$ cat config.mk
export PLATFORM = sky130hd
export DESIGN_NAME = dram_cmd_gen
export DESIGN_NICKNAME = d
export VERILOG_FILES = /design/src/rtl/global_defs.sv /design/src/rtl/bank_tracker.sv /design/src/rtl/dram_cmd_gen.sv
export SDC_FILE = /design/constraint.sdc
export NUM_CORES = 1
export LEC_CHECK = 0
export CAP_MARGIN = 15
export CORE_MARGIN = 2
export CORE_UTILIZATION = 58
export CTS_BUF_LIST = sky130_fd_sc_hd__clkbuf_4 sky130_fd_sc_hd__clkbuf_8
export DETAILED_ROUTE_END_ITERATION = 10
export PLACE_DENSITY = 0.8
export SLEW_MARGIN = 20
export SYNTH_ARGS = -nofsm -noshare
export SYNTH_HDL_FRONTEND = slang
export SYNTH_SLANG_ARGS = --single-unit
$ cat constraint.sdc
create_clock -name clk -period 7.15 [get_ports clk]
set_input_delay 1.43 -clock clk [delete_from_list [all_inputs] [get_ports clk]]
set_output_delay 1.43 -clock clk [all_outputs]
set_load 0.005 [all_outputs]
$ cat src/rtl/global_defs.sv
// Shared types, timing defaults and address map for dram_cmd_gen.
// Build macro OPEN_PAGE_EN keeps rows open; without it RD/WR auto-precharge.
package global_defs;

    localparam int T_RCD_DEF   = 24;
    localparam int T_RP_DEF    = 24;
    localparam int T_RAS_DEF   = 52;
    localparam int T_CL_DEF    = 24;
    localparam int T_CWL_DEF   = 20;
    localparam int T_BURST_DEF = 4;

    localparam int ADDR_W = 33;
    localparam int BG_W   = 2;
    localparam int BANK_W = 2;
    localparam int ROW_W  = 15;
    localparam int COL_W  = 8;
    localparam int IDX_W  = BG_W + BANK_W;
    localparam int NBANKS = 1 << IDX_W;

    localparam int COL_OFF  = 3;
    localparam int BANK_OFF = 11;
    localparam int BG_OFF   = 13;
    localparam int ROW_OFF  = 15;

    localparam logic [ADDR_W-1:0] COL_MASK  = ADDR_W'({COL_W{1'b1}}) << COL_OFF;
    localparam logic [ADDR_W-1:0] BANK_MASK = ADDR_W'({BANK_W{1'b1}}) << BANK_OFF;
    localparam logic [ADDR_W-1:0] BG_MASK   = ADDR_W'({BG_W{1'b1}}) << BG_OFF;
    localparam logic [ADDR_W-1:0] ROW_MASK  = ADDR_W'({ROW_W{1'b1}}) << ROW_OFF;

    typedef enum logic [1:0] {
        OP_READ   = 2'd0,
        OP_WRITE  = 2'd1,
        OP_IFETCH = 2'd2
    } opcode_t;

    typedef enum logic [2:0] {
        CMD_NOP = 3'd0,
        CMD_ACT = 3'd1,
        CMD_RD  = 3'd2,
        CMD_WR  = 3'd3,
        CMD_PRE = 3'd4
    } dram_cmd_t;

`ifdef OPEN_PAGE_EN
    typedef enum logic [2:0] {
        S_IDLE, S_PRE, S_ACT, S_RW, S_DATA
    } state_t;
`else
    typedef enum logic [2:0] {
        S_IDLE, S_PRE, S_ACT, S_RW, S_DATA, S_AP_WAIT
    } state_t;
`endif

    typedef struct packed {
        opcode_t             opcode;
        logic [ADDR_W-1:0]   addr;
    } queue_output_t;

    typedef struct packed {
        logic                open;
        logic [ROW_W-1:0]    row;
    } bank_entry_t;

    typedef struct packed {
        logic [BG_W-1:0]     bg;
        logic [BANK_W-1:0]   bank;
        logic [ROW_W-1:0]    row;
        logic [COL_W-1:0]    col;
    } addr_fields_t;

    function automatic addr_fields_t decode(input logic [ADDR_W-1:0] a);
        addr_fields_t f;
        f.bg   = BG_W'((a & BG_MASK) >> BG_OFF);
        f.bank = BANK_W'((a & BANK_MASK) >> BANK_OFF);
        f.row  = ROW_W'((a & ROW_MASK) >> ROW_OFF);
        f.col  = COL_W'((a & COL_MASK) >> COL_OFF);
        return f;
    endfunction

    function automatic int max2(input int a, input int b);
        return (a > b) ? a : b;
    endfunction

endpackage

$ cat src/rtl/bank_tracker.sv
// Per-bank open/row table and tRAS countdown used by dram_cmd_gen.
// ACT opens a bank and restarts its tRAS timer; close_en marks it closed.
module bank_tracker
    import global_defs::*;
#(
    parameter int T_RAS = T_RAS_DEF
) (
    input  logic             clk,
    input  logic             rst_n,
    input  logic [IDX_W-1:0] lk_idx,
    input  logic [ROW_W-1:0] lk_row,
    output logic             hit,
    output logic             miss,
    output logic             tras_done,
    input  logic [IDX_W-1:0] upd_idx,
    input  logic [ROW_W-1:0] upd_row,
    input  logic             act_en,
    input  logic             close_en
);

    localparam int TW = (T_RAS > 2) ? $clog2(T_RAS) : 1;

    bank_entry_t   tbl  [NBANKS];
    logic [TW-1:0] tras [NBANKS];

    always_ff @(posedge clk or negedge rst_n) begin
        if (!rst_n) begin
            for (int i = 0; i < NBANKS; i++) begin
                tbl[i]  <= '0;
                tras[i] <= '0;
            end
        end else begin
            for (int i = 0; i < NBANKS; i++) begin
                if (act_en && upd_idx == IDX_W'(i))
                    tras[i] <= TW'(T_RAS - 1);
                else if (tras[i] != '0)
                    tras[i] <= tras[i] - 1'b1;
            end
            if (act_en)
                tbl[upd_idx] <= {1'b1, upd_row};
            else if (close_en)
                tbl[upd_idx].open <= 1'b0;
        end
    end

    assign hit       = tbl[lk_idx].open && (tbl[lk_idx].row == lk_row);
    assign miss      = tbl[lk_idx].open && (tbl[lk_idx].row != lk_row);
    assign tras_done = (tras[lk_idx] == '0);

endmodule

$ cat src/rtl/dram_cmd_gen.sv
// Single-request DRAM command sequencer: PRE/ACT/RD/WR with fixed spacing.
// OPEN_PAGE_EN selects open-page policy; default issues RD/WR with auto-precharge.
module dram_cmd_gen
    import global_defs::*;
#(
    parameter int T_RCD   = T_RCD_DEF,
    parameter int T_RP    = T_RP_DEF,
    parameter int T_RAS   = T_RAS_DEF,
    parameter int T_CL    = T_CL_DEF,
    parameter int T_CWL   = T_CWL_DEF,
    parameter int T_BURST = T_BURST_DEF
) (
    input  logic              clk,
    input  logic              rst_n,
    input  logic              req_valid,
    input  queue_output_t     req,
    output logic              req_ready,
    output logic              cmd_valid,
    output dram_cmd_t         cmd,
    output logic [BG_W-1:0]   cmd_bg,
    output logic [BANK_W-1:0] cmd_bank,
    output logic [ROW_W-1:0]  cmd_row,
    output logic [COL_W-1:0]  cmd_col,
    output logic              cmd_ap,
    output logic              rsp_valid,
    output logic [1:0]        rsp_opcode
);

    localparam int MAX_LD =
        max2(max2(T_RCD, T_RP), max2(T_CL, T_CWL) + T_BURST) - 1;
    localparam int CW = $clog2(MAX_LD + 1);

    state_t           state;
    logic [CW-1:0]    cnt;
    logic [CW-1:0]    data_ld;
    opcode_t          op_q;
    addr_fields_t     fq;
    addr_fields_t     fr;
    logic             accept;
    logic             hit;
    logic             miss;
    logic             tras_done;
    logic             pre_go;
    logic             act_go;
    logic             rw_go;
    logic             close_en;
    logic             ap_bit;
    logic [IDX_W-1:0] lk_idx;
    logic [ROW_W-1:0] lk_row;

    assign fr     = decode(req.addr);
    assign accept = req_valid && req_ready;

    // In IDLE the table is probed with the incoming request, else the latched one.
    assign lk_idx = (state == S_IDLE) ? {fr.bg, fr.bank} : {fq.bg, fq.bank};
    assign lk_row = (state == S_IDLE) ? fr.row : fq.row;

    assign pre_go = (state == S_PRE) && tras_done;
    assign act_go = (state == S_ACT) && (cnt == '0);
    assign rw_go  = (state == S_RW) && (cnt == '0);

    assign data_ld = (op_q == OP_WRITE) ? CW'(T_CWL + T_BURST - 1)
                                        : CW'(T_CL + T_BURST - 1);

`ifdef OPEN_PAGE_EN
    assign close_en = pre_go;
    assign ap_bit   = 1'b0;
`else
    assign close_en = rw_go;
    assign ap_bit   = 1'b1;
    logic unused_lk;
    assign unused_lk = ^{hit, miss};
`endif

    bank_tracker #(
        .T_RAS(T_RAS)
    ) u_banks (
        .clk      (clk),
        .rst_n    (rst_n),
        .lk_idx   (lk_idx),
        .lk_row   (lk_row),
        .hit      (hit),
        .miss     (miss),
        .tras_done(tras_done),
        .upd_idx  ({fq.bg, fq.bank}),
        .upd_row  (fq.row),
        .act_en   (act_go),
        .close_en (close_en)
    );

    always_ff @(posedge clk or negedge rst_n) begin
        if (!rst_n) begin
            state      <= S_IDLE;
            cnt        <= '0;
            op_q       <= OP_READ;
            fq         <= '0;
            req_ready  <= 1'b0;
            cmd_valid  <= 1'b0;
            cmd        <= CMD_NOP;
            cmd_bg     <= '0;
            cmd_bank   <= '0;
            cmd_row    <= '0;
            cmd_col    <= '0;
            cmd_ap     <= 1'b0;
            rsp_valid  <= 1'b0;
            rsp_opcode <= '0;
        end else begin
            cmd_valid <= 1'b0;
            cmd       <= CMD_NOP;
            cmd_ap    <= 1'b0;
            rsp_valid <= 1'b0;
            if (cnt != '0)
                cnt <= cnt - 1'b1;
            if (pre_go || act_go || rw_go) begin
                cmd_valid <= 1'b1;
                cmd_bg    <= fq.bg;
                cmd_bank  <= fq.bank;
                cmd_row   <= fq.row;
                cmd_col   <= fq.col;
            end
            unique case (state)
                S_IDLE: begin
                    req_ready <= !accept;
                    if (accept) begin
                        op_q <= req.opcode;
                        fq   <= fr;
                        cnt  <= '0;
`ifdef OPEN_PAGE_EN
                        state <= hit  ? S_RW :
                                 miss ? S_PRE : S_ACT;
`else
                        state <= S_ACT;
`endif
                    end
                end
                S_PRE: if (pre_go) begin
                    cmd   <= CMD_PRE;
                    cnt   <= CW'(T_RP - 1);
                    state <= S_ACT;
                end
                S_ACT: if (act_go) begin
                    cmd   <= CMD_ACT;
                    cnt   <= CW'(T_RCD - 1);
                    state <= S_RW;
                end
                S_RW: if (rw_go) begin
                    cmd    <= (op_q == OP_WRITE) ? CMD_WR : CMD_RD;
                    cmd_ap <= ap_bit;
                    cnt    <= data_ld;
                    state  <= S_DATA;
                end
                S_DATA: if (cnt == '0) begin
                    rsp_valid  <= 1'b1;
                    rsp_opcode <= op_q;
`ifdef OPEN_PAGE_EN
                    state      <= S_IDLE;
                    req_ready  <= 1'b1;
`else
                    cnt        <= CW'(T_RP - 1);
                    state      <= S_AP_WAIT;
`endif
                end
`ifndef OPEN_PAGE_EN
                S_AP_WAIT: if (cnt == '0) begin
                    state     <= S_IDLE;
                    req_ready <= 1'b1;
                end
`endif
                default: state <= S_IDLE;
            endcase
        end
    end

endmodule

==> flow_summary.ini <==
[setup_path]
critical_path_class = input pin to flop
path_max_fanout = 30
setup.worst_path.end_class = flop
cp.required_ps = 7470
cp-start-kind = input pin
cp.arrival_ps = 4330

[synth]
synth_top_family_by_area = simple AND/OR/NAND/NOR gates
synth_compound_area_share_pct = 13.2
synth-main-ff-cell = dfrtp_1
syn_inst = 917
syn_area_per_cell_um2 = 9.69
synth_xor_area_share_pct = 2.96
synthAdderAreaFrac_pct = 2.53
ys_seq_area_share_pct = 47.3
synth_edf_count = 0
synth_area_leaders = dfrtp_1 47%, nand2_1 6.2%, mux2_2 5.3%
synth_cell_types = 61
netlist_area_mm2 = 0.00889
yosys_warnings = 0
yosys.area.top_type = dfrtp_1
ys_seq_elements = 168
async_flop_share_pct = 100
syn_nets = 973
synth-simple-area-share_pct = 22.9
synth.top_cell.area_share_pct = 47.3
synth.mux.area_fraction_pct = 6.67

[timing]
setup_viol = 0
period_minus_slack_ps = 4010
fmaxAchievable_ghz = 0.249
hold_viol = 0
drv_slew = 0
rsz0062_at_grt = no
tightest_slew_ps = 964
fin_tns_setup_ps = 0
layout_setup_ws_ps = 3140
fin_worst_skew_ps = 8.47
maxSlewHeadroom_pct = 35.7
period_share_pct = 56.1

[place]
pre_cts_ws_ps = 2680
hpwl_um = 12400
gp_congestion = 0.801
io_buffer_count = 67

[floorplan]
ios = 74
dieWidth_um = 128
die_y_um = 128
dieArea_mm2 = 0.0163
core-area_mm2 = 0.0151
initial_core_util_pct = 58.9
rows = 45

[grt]
grt_first_pass_wirelength_um = 31500
grt_use_total_pct = 23.8
first_global_vias = 6655
grt.overflow.total = 0
grt_max_degree = 108
antenna_found_initial = 0

[routing]
drtIter0Drc = 508
dr.pass1.iters = 5
wl_per_cell_um = 16.1
num_vias = 7053
ant_nets = 0
via_per_inst = 6.03
drc_errors = 0
wl_um = 18800

[cells_and_area]
layout_commonest_cell = dfrtp_1
regArea_mm2 = 0.00420
multi_input_area_mm2 = 0.00431
layout_common_cells = 168 x dfrtp_1, 147 x nand2_1, 66 x clkdlybuf4s50_1, 53 x nand3_1, 44 x inv_1
nets = 1026
n_antenna_cell = 0
area_growth_pct = 13.0
drive_gt1_share_pct = 12.2
fillCellCount = 1205

[power]
internal_power_w = 0.00129
vdd_drop_max_uv = 124
p_total_w = 0.00164
p_per_area_mw_per_mm2 = 164
swShare_pct = 21.3
p_leak_nw = 5.00
pwr-share-clk_pct = 40.0
p_comb_share_pct = 2.3
power_switching_w = 0.000350
p_seq_share_pct = 57.7

[clock_tree]
cts_made_buffers = 17
cts_tree = built
cts_num_sinks = 168
clk_root_buffer_cell = clkbuf_8
clkLatencyLatePin_ps = 460
cts_resized = 0
post_cts_buffers = 0
hold_buffers = 0
clk_pin_slew_ps = 80
cts_buffer_depth = 2
htreeDepth = 4

[hold_path]
hold_path_class = flop to flop

[outcome]
status = finished, final reports clean

[flow_run]
cap_violations = 0
## path summary, 6_finish.rpt
check                                 start                to  slack (ps)  cells past startpoint
setup / recovery                    req[11]        cmd_col[3]        3140                      8
hold / removal             u_banks.tras[70]  u_banks.tras[70]         520                      2
setup reg to reg                   state[0]        cmd_col[3]        3840                      7
hold reg to reg            u_banks.tras[70]  u_banks.tras[70]         520                      2
max in group asynchronous             rst_n        cmd_row[0]        4690                      2
min in group asynchronous             rst_n   u_banks.tras[8]        1110                      1
## state kept, by name (all words and copies together), names as in the netlist, 2 cells and up
name	count
u_banks.tras	96
fq	27
cmd_row	15
cmd_col	8
cnt	5
state	3
cmd	2
cmd_bank	2
cmd_bg	2
op_q	2
rsp_opcode	2
## cell type report
type	instances	area share (%)
Timing Repair Buffer	77	7.43
Clock buffer	21	2.75
Clock inverter	10	1.02
Inverter	45	1.71
Multi-Input combinational cell	661	42.9
Sequential cell	168	41.8
Tap cell	188	2.34
## synth_stat cells (all sizes together), types with 13 or more instances
| library cell | count |
|---|---|
| a21oi | 33 |
| and2 | 13 |
| buf | 16 |
| xnor2 | 25 |
| mux2 | 42 |
| o21ai | 25 |
| inv | 45 |
| nand2 | 147 |
| clkbuf | 27 |
| o211ai | 38 |
| nor2 | 40 |
| and3 | 28 |
| ha | 18 |
| nand3 | 53 |
| dfrtp | 168 |
| nor4 | 15 |
| nor3 | 27 |
| a31oi | 26 |
## per-layer routing
layer	up-vias	global-route usage, %	wire length [um]
li1	3412	-	-
met1	3451	32.8	8590
met2	162	38.5	9130
met3	28	4.38	766
met4	0	7.56	329
met5	-	0	0
## cell families (layout without fill, tap and decap cells)
family / Yosys count / after routing
simple gates: 399 / 399
flops: 168 / 168
compound gates: 160 / 160
buf+inv: 88 / 153
mux: 54 / 54
xor+xnor: 30 / 30
fa+ha+maj: 18 / 18
## critical path: stages
cell and delay [ps]:
clkdlybuf4s50_1 520, or4b_2 650, a2111oi_1 370, a2111o_1 180, and4_4 500, a22oi_4 140
inv_4 350, o211ai_1 160
## through the flow
step                      hold WS [ps]  instances  area, um^2  util, %
after floorplan                    466        917        8890        -
after global placement             488       1139        9670     64.1
after detailed placement           491       1139        9670     64.1
after CTS                          516       1170       10000     66.6
after global routing               529       1170       10000     66.6
final                              516       1170       10000     66.6
## power by group through the flow
stage                     combinational [W]  sequential [W]  clock, W
after floorplan                  0.00000120        0.000968         0
after global routing              0.0000425        0.000949  0.000709
final                             0.0000373        0.000949  0.000658
after CTS                         0.0000388        0.000949  0.000672
after detailed placement          0.0000388        0.000968         0
after global placement            0.0000387        0.000968         0
No activity file was read; power rests on OpenSTA's default activity.
